===== config.mk =====
export PLATFORM = sky130hd
export DESIGN_NAME = rob_cdb_receiver
export DESIGN_NICKNAME = d
export VERILOG_FILES = /design/src/rtl/rob_cdb_receiver.sv
export SDC_FILE = /design/constraint.sdc
export NUM_CORES = 1
export LEC_CHECK = 0
export ABC_AREA = 0
export CORE_MARGIN = 10
export CORE_UTILIZATION = 55
export DETAILED_ROUTE_END_ITERATION = 10
export PLACE_DENSITY = 0.81
export SETUP_SLACK_MARGIN = 0.02
export SLEW_MARGIN = 40
export SYNTH_ARGS = -nofsm -noshare
export SYNTH_HDL_FRONTEND = slang
export SYNTH_HIERARCHICAL = 1
export SYNTH_SLANG_ARGS = --single-unit
export TNS_END_PERCENT = 20

===== constraint.sdc =====
create_clock -name clk -period 2.73 [get_ports clk]
set_input_delay 0.6825 -clock clk [delete_from_list [all_inputs] [get_ports clk]]
set_output_delay 0.6825 -clock clk [all_outputs]
set_load 0.02 [all_outputs]

===== src/rtl/rob_cdb_receiver.sv =====
// Reorder-buffer completion/commit block: allocates in-order tags at dispatch,
// absorbs results from two CDB ports, and retires in program order through a
// valid/ready handshake to the register file.

// One ROB slot: busy/ready flags plus the destination register and result.
module rob_entry #(
    parameter int DATA_W = 32,
    parameter int REG_W  = 5
) (
    input  logic              clk,
    input  logic              rst,
    input  logic              clr_i,
    input  logic              alloc_i,
    input  logic [REG_W-1:0]  dest_i,
    input  logic              wr_i,
    input  logic [DATA_W-1:0] data_i,
    input  logic              retire_i,
    output logic              busy_o,
    output logic              ready_o,
    output logic [REG_W-1:0]  dest_o,
    output logic [DATA_W-1:0] data_o
);
    logic              busy_q, busy_d;
    logic              ready_q, ready_d;
    logic [REG_W-1:0]  dest_q, dest_d;
    logic [DATA_W-1:0] data_q, data_d;

    // Next-state: clear wins; alloc, write and retire never target the same
    // slot in one cycle (each requires a different busy/ready combination).
    always_comb begin
        busy_d  = busy_q;
        ready_d = ready_q;
        dest_d  = dest_q;
        data_d  = data_q;
        if (clr_i) begin
            busy_d  = 1'b0;
            ready_d = 1'b0;
        end else begin
            if (alloc_i) begin
                busy_d  = 1'b1;
                ready_d = 1'b0;
                dest_d  = dest_i;
            end
            if (wr_i) begin
                ready_d = 1'b1;
                data_d  = data_i;
            end
            if (retire_i) begin
                busy_d  = 1'b0;
                ready_d = 1'b0;
            end
        end
    end

    // Slot state register with synchronous reset.
    always_ff @(posedge clk) begin
        if (rst) begin
            busy_q  <= 1'b0;
            ready_q <= 1'b0;
            dest_q  <= '0;
            data_q  <= '0;
        end else begin
            busy_q  <= busy_d;
            ready_q <= ready_d;
            dest_q  <= dest_d;
            data_q  <= data_d;
        end
    end

    assign busy_o  = busy_q;
    assign ready_o = ready_q;
    assign dest_o  = dest_q;
    assign data_o  = data_q;
endmodule

module rob_cdb_receiver #(
    parameter int TAG_W  = 3,
    parameter int DATA_W = 32,
    parameter int REG_W  = 5
) (
    input  logic              clk,
    input  logic              rst,
    input  logic              alloc_valid,
    input  logic [REG_W-1:0]  alloc_dest,
    output logic              alloc_ready,
    output logic [TAG_W-1:0]  alloc_tag,
    input  logic              cdb0_valid,
    input  logic [TAG_W-1:0]  cdb0_tag,
    input  logic [DATA_W-1:0] cdb0_data,
    input  logic              cdb1_valid,
    input  logic [TAG_W-1:0]  cdb1_tag,
    input  logic [DATA_W-1:0] cdb1_data,
    input  logic              flush,
    output logic              commit_valid,
    input  logic              commit_ready,
    output logic [TAG_W-1:0]  commit_tag,
    output logic [REG_W-1:0]  commit_dest,
    output logic [DATA_W-1:0] commit_data,
    output logic [TAG_W:0]    count
);
    localparam int             DEPTH   = 1 << TAG_W;
    localparam logic [TAG_W:0] DEPTH_C = (TAG_W+1)'(DEPTH);

    logic [TAG_W-1:0] head_q, head_d;
    logic [TAG_W-1:0] tail_q, tail_d;
    logic [TAG_W:0]   count_q, count_d;

    logic [DEPTH-1:0]             ent_busy;
    logic [DEPTH-1:0]             ent_ready;
    logic [DEPTH-1:0][REG_W-1:0]  ent_dest;
    logic [DEPTH-1:0][DATA_W-1:0] ent_data;

    logic alloc_fire, retire_fire, wr0, wr1;

    // Fire conditions; a write to a slot that is free or already complete is
    // dropped, and on a same-tag collision port 0 takes the slot.
    always_comb begin
        alloc_fire  = alloc_valid && alloc_ready && !flush;
        wr0         = cdb0_valid && ent_busy[cdb0_tag] && !ent_ready[cdb0_tag] && !flush;
        wr1         = cdb1_valid && ent_busy[cdb1_tag] && !ent_ready[cdb1_tag] && !flush
                      && !(cdb0_valid && (cdb0_tag == cdb1_tag));
        retire_fire = commit_valid && commit_ready && !flush;
    end

    for (genvar i = 0; i < DEPTH; i++) begin : g_ent
        localparam logic [TAG_W-1:0] IDX = TAG_W'(i);
        logic hit0, hit1;
        assign hit0 = wr0 && (cdb0_tag == IDX);
        assign hit1 = wr1 && (cdb1_tag == IDX);
        rob_entry #(.DATA_W(DATA_W), .REG_W(REG_W)) u_ent (
            .clk      (clk),
            .rst      (rst),
            .clr_i    (flush),
            .alloc_i  (alloc_fire && (tail_q == IDX)),
            .dest_i   (alloc_dest),
            .wr_i     (hit0 || hit1),
            .data_i   (hit0 ? cdb0_data : cdb1_data),
            .retire_i (retire_fire && (head_q == IDX)),
            .busy_o   (ent_busy[i]),
            .ready_o  (ent_ready[i]),
            .dest_o   (ent_dest[i]),
            .data_o   (ent_data[i])
        );
    end

    // Pointer/occupancy next-state; flush rewinds everything to empty.
    always_comb begin
        head_d  = head_q;
        tail_d  = tail_q;
        count_d = count_q;
        if (flush) begin
            head_d  = '0;
            tail_d  = '0;
            count_d = '0;
        end else begin
            if (alloc_fire)  tail_d = tail_q + 1'b1;
            if (retire_fire) head_d = head_q + 1'b1;
            count_d = count_q + (TAG_W+1)'(alloc_fire) - (TAG_W+1)'(retire_fire);
        end
    end

    // Pointer registers with synchronous reset.
    always_ff @(posedge clk) begin
        if (rst) begin
            head_q  <= '0;
            tail_q  <= '0;
            count_q <= '0;
        end else begin
            head_q  <= head_d;
            tail_q  <= tail_d;
            count_q <= count_d;
        end
    end

    assign alloc_ready  = (count_q != DEPTH_C);
    assign alloc_tag    = tail_q;
    assign count        = count_q;
    assign commit_valid = ent_busy[head_q] && ent_ready[head_q];
    assign commit_tag   = head_q;
    assign commit_dest  = ent_dest[head_q];
    assign commit_data  = ent_data[head_q];
endmodule


==> metrics.cfg, run 1 <==
[sta]
worst_slack_ns = -0.122
finalHoldViolCount = 0
finalCritPeriodShare = 1.04
setup_violations = 27
max_clock_freq_ghz = 0.351
holdWs_ns = 0.460
slew_headroom = 0.433
finalClockSkew_ns = 0.0101
worst-slew-pin-transition_ns = 0.850
min_period_ns = 2.85
rsz0062_at_grt = yes
final_max_slew_viol_count = 0

[clock_tree]
cts_tree = built
cts_root_buffer = clkbuf_16
clockBufferDepth = 3
clk_pin_slew_worst_paths_ns = 0.06
clk_latency_ns = 0.53
htree_levels = 2
cts.sinks = 322
numCtsBuffers = 37

[floorplanning]
dieArea_um2 = 45500
die_h_um = 213
die_x_um = 213
core_um2 = 36700
initial_core_util = 0.560
pin_count = 131
num_rows = 70

[route]
wl_per_cell_um = 23.9
drt-vias-per-instance = 6.50
ant_nets = 0
dr.pass1.iters = 6
vias = 17300
wirelength_um = 63500
drt_iter0_drc = 1767
drcViolationCount = 0

[placement]
gp_congestion = 0.875
hpwl_um = 39200
preCtsSetupSlack_ns = -0.419
io_buffers = 130

[logic_synthesis]
synth_xor_area_frac = 0.00170
muxShareOfSynthArea = 0.232
synthSimpleGateAreaFrac = 0.307
yosysUniqueCellTypes = 52
syn-num-nets = 2156
synthArstFlopShare = 0
yosysWarnings = 6
avgSynthCellArea_um2 = 9.99
synth-seq-cells = 322
synth_area_um2 = 20500
synthCells = 2056
yosysSeqAreaShare = 0.314
synth_edf_count = 0
synth_compound_area_frac = 0.0835
yosys.area.top_type = dfxtp_1
synth_ff_type = dfxtp_1
synth_top_area_share = 0.314
synthTopCellsByArea = dfxtp_1 (31%), nand4bb_1 (16%), mux2_2 (12%)
synth_top_family_by_area = simple AND/OR/NAND/NOR gates
synth_fa_ha_area_frac = 0.0113

[min_path]
worstHoldPathCells = 2
whs_endpoint = g_ent[7].u_ent/data_o[19]
min-delay-start = g_ent[7].u_ent/data_o[19]
hold_path_class = register to register

[final_layout]
syn2layout_area_growth_pct = 20.5
drive_gt1_frac = 0.309
n_antenna_cell = 0
nets = 2259

[worst_setup_path]
regToRegEndpoint = count[1]
crit_arrival_ns = 2.17
worst_setup_path_end_kind = primary output
path_buf_inv = 4
reg2reg_slack_ns = 0.04
critPathTopFamily = buffers and inverters
path_cells = buf_12 -> buf_12 -> buf_4 -> mux4_2 -> nand2_1 -> nand2_2 -> buf_6
ff2ff_path_depth = 11
startpoint = commit_tag[0]
rr_startpoint = commit_tag[0]
cp_slowest_stage_delay_ns = 0.50
cp-start-kind = register
crit_top_cell = buf_12
cpMaxStageDelayCell = mux4_2
required_ns = 2.05
crit_type = register to primary output
cp_max_fo = 7

[global_route]
grt_pass1_wl_um = 100000
grt_util_all_layers = 0.273
grt-ovfl-total = 0
grt_pass1_vias = 18100
antenna_found_initial = 0
grt_max_degree = 138

[run_status]
violations = setup timing
status = finished with violations

[pwr]
vdd_drop_max_v = 0.000344
power_density_nw_per_um2 = 447
finalPower_w = 0.0111
p_leak_nw = 8.69

[flow_run]
cap_violations = 0

layer usage:
layer / routed length, um / GRT usage / vias to the layer above
li1: - / - / 7730
met1: 25600 / 0.337 / 8589
met2: 31300 / 0.467 / 748
met3: 4090 / 0.0330 / 185
met4: 2490 / 0.128 / 0
met5: 0 / 0 / -
kinds of logic after synthesis:
kind of cell,after synthesis
AO/OA/AOI/OAI,329
flip-flops,322
XOR/XNOR,4
multiplexers,336
adder cells (fa/ha/maj),18
AND/OR/NAND/NOR,820
buffers and inverters,227
flip-flops by register name (all words and copies together), names as in the netlist:
name / cells
g_ent.u_ent/data_o: 256
g_ent.u_ent/dest_o: 40
g_ent.u_ent/busy_o: 8
g_ent.u_ent/ready_o: 8
count: 4
alloc_tag: 3
commit_tag: 3
stage by stage:
step                instance area, um^2  setup TNS, ns   util  cells
finish                            24800          -1.70  0.674   2654
global route                      24800          -3.04  0.674   2654
CTS                               24600          -3.20  0.669   2655
detailed placement                22900         -78.84  0.625   2561
global placement                  22900         -67.24  0.625   2561
floorplan                         20600              0      -   2056
power by group:
part           switching (W)  leakage, nW  internal (W)
sequential         0.0000111         2.60       0.00471
clock                0.00208        0.640       0.00324
combinational       0.000469         5.46      0.000553
worst max-delay path by stage:
| stage | to | slack [ns] | depth (start not counted) |
|---|---|---|---|
| 6_report | commit_data[22] | -0.12 | 7 |
| 5_1_grt | commit_data[12] | -0.14 | 7 |
| 4_1_cts | commit_data[23] | -0.16 | 8 |
| 3_5_place_dp | g_ent[4].u_ent/data_o[20] | -0.42 | 8 |
| 3_3_place_gp | g_ent[4].u_ent/data_o[8] | -0.36 | 8 |
| 2_1_floorplan | count[2] | 0.02 | 11 |
cell usage in the layout, fill, tap and decap left out, drive strengths merged, types with 4 or more instances in the layout:
cell type      netlist  layout
o21ai              306     306
clkdlybuf4s50        0      88
nand2b             306     306
a21oi               11      11
nor2b               12      12
and2b                8       8
clkbuf             117      51
mux4                77      77
nand2              128     128
and3                 6       6
or3                 11      11
ha                  17      17
nand3b               4       4
nand4bb            296     296
and2                11      11
bufinv               0       5
inv                 24      25
buf                 86     177
clkinv               0       9
mux2               256     256
nor2                25      25
dfxtp              322     322
synthesized netlist by cell type (17+ instances only):
| cell | count |
|---|---|
| mux2_2 | 227 |
| buf_2 | 73 |
| o21ai_1 | 296 |
| nand2_1 | 128 |
| inv_1 | 24 |
| dfxtp_1 | 322 |
| mux2_4 | 29 |
| ha_1 | 17 |
| clkbuf_1 | 117 |
| mux4_2 | 76 |
| nand2b_1 | 306 |
| nor2_1 | 25 |
| nand4bb_1 | 296 |
tightest hold or removal path, stage by stage, from the launching register on:
cell	delay (ns)
dfxtp_1	0.31
nand2b_1	0.06
o21ai_1	0.05
repair_timing:
action                                  CTS  global route
buffers inserted                         26             1
gates cloned                              2             1
hold buffers                              0             0
pin swaps                                 5            20
endpoints found under the setup margin   40            52
gates resized for setup                 238            80
final cells by class:
cell class	instances	area, um^2
clock buffers	50	1080
clock inverters	16	211
fillers	2599	11900
inverters	24	92.6
multi-input cells	1507	13300
flip-flops and latches	322	6450
well taps	468	586
repair buffers	267	2990
No activity file was read; power rests on OpenSTA's default activity.
==> run 2: changes to the inputs <==
==> constraint.sdc (replaced) <==
create_clock -name clk -period 2.42 [get_ports clk]
set_input_delay 0.605 -clock clk [delete_from_list [all_inputs] [get_ports clk]]
set_output_delay 0.605 -clock clk [all_outputs]
set_load 0.02 [all_outputs]
==> run 2 against run 1 <==
Against the previous run: the run still ends with setup timing left; routed wire length increased by 1.7%; via count did not move; final cell count is 1.1% higher; sequential share of layout area decreased by 0.32 points; clock skew is 0.018 ns higher; non-clock buffer count increased by 26; count of clock-buffer cells in the layout rose by 4; combinational power increased by 13%.
==> metrics.cfg, run 2 (synthesis gave the netlist of run 1 again) <==
[floorplanning]
num_rows = 70  ; unchanged
core_um2 = 36700  ; unchanged
dieArea_um2 = 45500  ; unchanged
die_x_um = 213  ; unchanged
pin_count = 131  ; unchanged
initial_core_util = 0.560  ; unchanged
die_h_um = 213  ; unchanged

[final_layout]
syn2layout_area_growth_pct = 22.0  ; was 20.5%
nFillCells = 2601  ; was 2599
fin_util = 0.683  ; was 0.674
nets = 2286  ; was 2259
final_common_cell = dfxtp_1  ; unchanged
drive_gt1_frac = 0.319  ; was 0.309
largest_register_ffs = 256  ; unchanged
final_cell_mix = dfxtp_1 (318), nand2b_1 (306), nand4bb_1 (296), o21ai_1 (296), mux2_2 (227)  ; was dfxtp_1 (319), nand2b_1 (306), nand4bb_1 (296), o21ai_1 (296), mux2_2 (227)

[route]
vias = 17300  ; unchanged
dr.pass1.iters = 5  ; was 6
drt-vias-per-instance = 6.43  ; was 6.50
ant_nets = 0  ; unchanged
drcViolationCount = 0  ; unchanged
wl_per_cell_um = 24.1  ; was 23.9 um
drt_iter0_drc = 1659  ; was 1767
wirelength_um = 64600  ; was 63500 um

[worst_setup_path]
worst_setup_path_end_kind = primary output  ; unchanged
crit_type = register to primary output  ; unchanged
rr_startpoint = commit_tag[0]  ; unchanged
startpoint = commit_tag[0]  ; unchanged
required_ns = 1.81  ; was 2.05 ns
crit_arrival_ns = 2.13  ; was 2.17 ns
cp-start-kind = register  ; unchanged
cp_max_fo = 8  ; was 7

[placement]
preCtsSetupSlack_ns = -0.669  ; was -0.419 ns
io_buffers = 130  ; unchanged
gp_congestion = 0.869  ; was 0.875
hpwl_um = 39600  ; was 39200 um

[sta]
min_period_ns = 2.74
slew_headroom = 0.567  ; was 0.433
max_clock_freq_ghz = 0.365
finalCritPeriodShare = 1.13
worst-slew-pin-transition_ns = 0.650  ; was 0.850 ns
setup_violations = 41  ; was 27
worst_slack_ns = -0.317  ; was -0.122 ns
final_max_slew_viol_count = 0  ; unchanged
finalClockSkew_ns = 0.0276  ; was 0.0101 ns
rsz0062_at_grt = yes  ; unchanged
finalHoldViolCount = 0  ; unchanged

[pwr]
p_leak_nw = 8.89  ; was 8.69 nW
power_density_nw_per_um2 = 508  ; was 447 nW/um^2
vdd_drop_max_v = 0.000500  ; was 0.000344 V

[global_route]
grt_util_all_layers = 0.277  ; was 0.273
grt_pass1_vias = 17600  ; was 18100
antenna_found_initial = 1  ; was 0
grt-ovfl-total = 0  ; unchanged
grt_max_degree = 167  ; was 138
grt_pass1_wl_um = 100000  ; about the same

[clock_tree]
htree_levels = 2  ; unchanged
cts_tree = built  ; unchanged
clk_pin_slew_worst_paths_ns = 0.06  ; about the same
cts_root_buffer = clkbuf_16  ; unchanged
cts.sinks = 322  ; unchanged
clockBufferDepth = 3  ; unchanged
clk_latency_ns = 0.56  ; was 0.53 ns
cts_hold_buf = 0  ; unchanged
numCtsBuffers = 38  ; was 37

[min_path]
min-delay-start = g_ent[1].u_ent/data_o[16]  ; was g_ent[7].u_ent/data_o[19]
hold_path_class = register to register  ; unchanged

[flow_run]
cap_violations = 0  ; unchanged

[run_status]
status = finished with violations  ; unchanged
violations = setup timing  ; unchanged

## run 2: final cells by class
cell class                      instances  area, um^2  share of cell area
Multi-Input combinational cell       1507       13400               0.534
Sequential cell                       322        6460               0.258
Timing Repair Buffer                  293        3190               0.127
Clock buffer                           54        1110              0.0444
Tap cell                              468         586              0.0234
Clock inverter                         14         229             0.00914
Inverter                               24        90.1             0.00359
Antenna cell                            1        2.50           0.0000998
## run 2: report_power, final
| group | internal [W] | switching (W) |
|---|---|---|
| clock | 0.00384 | 0.00240 |
| combinational | 0.000624 | 0.000525 |
| sequential | 0.00532 | 0.0000120 |
| total | 0.00978 | 0.00294 |
## run 2: worst paths after layout
check	endpoint	slack [ns]	cells after the start
max reg2reg	count[2]	-0.04	11
max	commit_dest[0]	-0.32	7
min	g_ent[1].u_ent/data_o[16]	0.46	2
min reg2reg	g_ent[1].u_ent/data_o[16]	0.46	2
## run 2: stage by stage
| stage | instance area, um^2 | TNS (ns) | hold slack (ns) | power, W | instances |
|---|---|---|---|---|---|
| finish | 25100 | -9.19 | 0.461 | 0.0127 | 2683 |
| global route | 25100 | -11.44 | 0.481 | 0.0131 | 2683 |
| CTS | 25000 | -10.12 | 0.464 | 0.0127 | 2684 |
| detailed placement | 23300 | -143.13 | 0.452 | 0.00656 | 2597 |
| global placement | 23200 | -131.83 | 0.448 | 0.00653 | 2596 |
| floorplan | 20600 | -0.220 | 0.439 | 0.00613 | 2056 |
## run 2: what timing repair did
item | CTS | global route
setup endpoints to repair | 142 | 130
cloned | 3 | 0
pin swaps | 34 | 30
setup buffers | 16 | 2
gates resized for setup | 275 | 44
## run 2: worst max-delay path, cell delays in order, from the launching register on
cell and delay (ns):
dfxtp_4 0.37, buf_12 0.17, buf_12 0.15, buf_6 0.10, mux4_2 0.52, nand2_2 0.08
nand2_2 0.07, buf_6 0.13
## run 2: layer usage
layer / part of all wire / up-vias / global-route usage
met5: 0 / - / 0
met4: 0.033 / 0 / 0.108
met3: 0.075 / 163 / 0.0469
met2: 0.49 / 779 / 0.460
met1: 0.40 / 8510 / 0.352
li1: - / 7800 / -
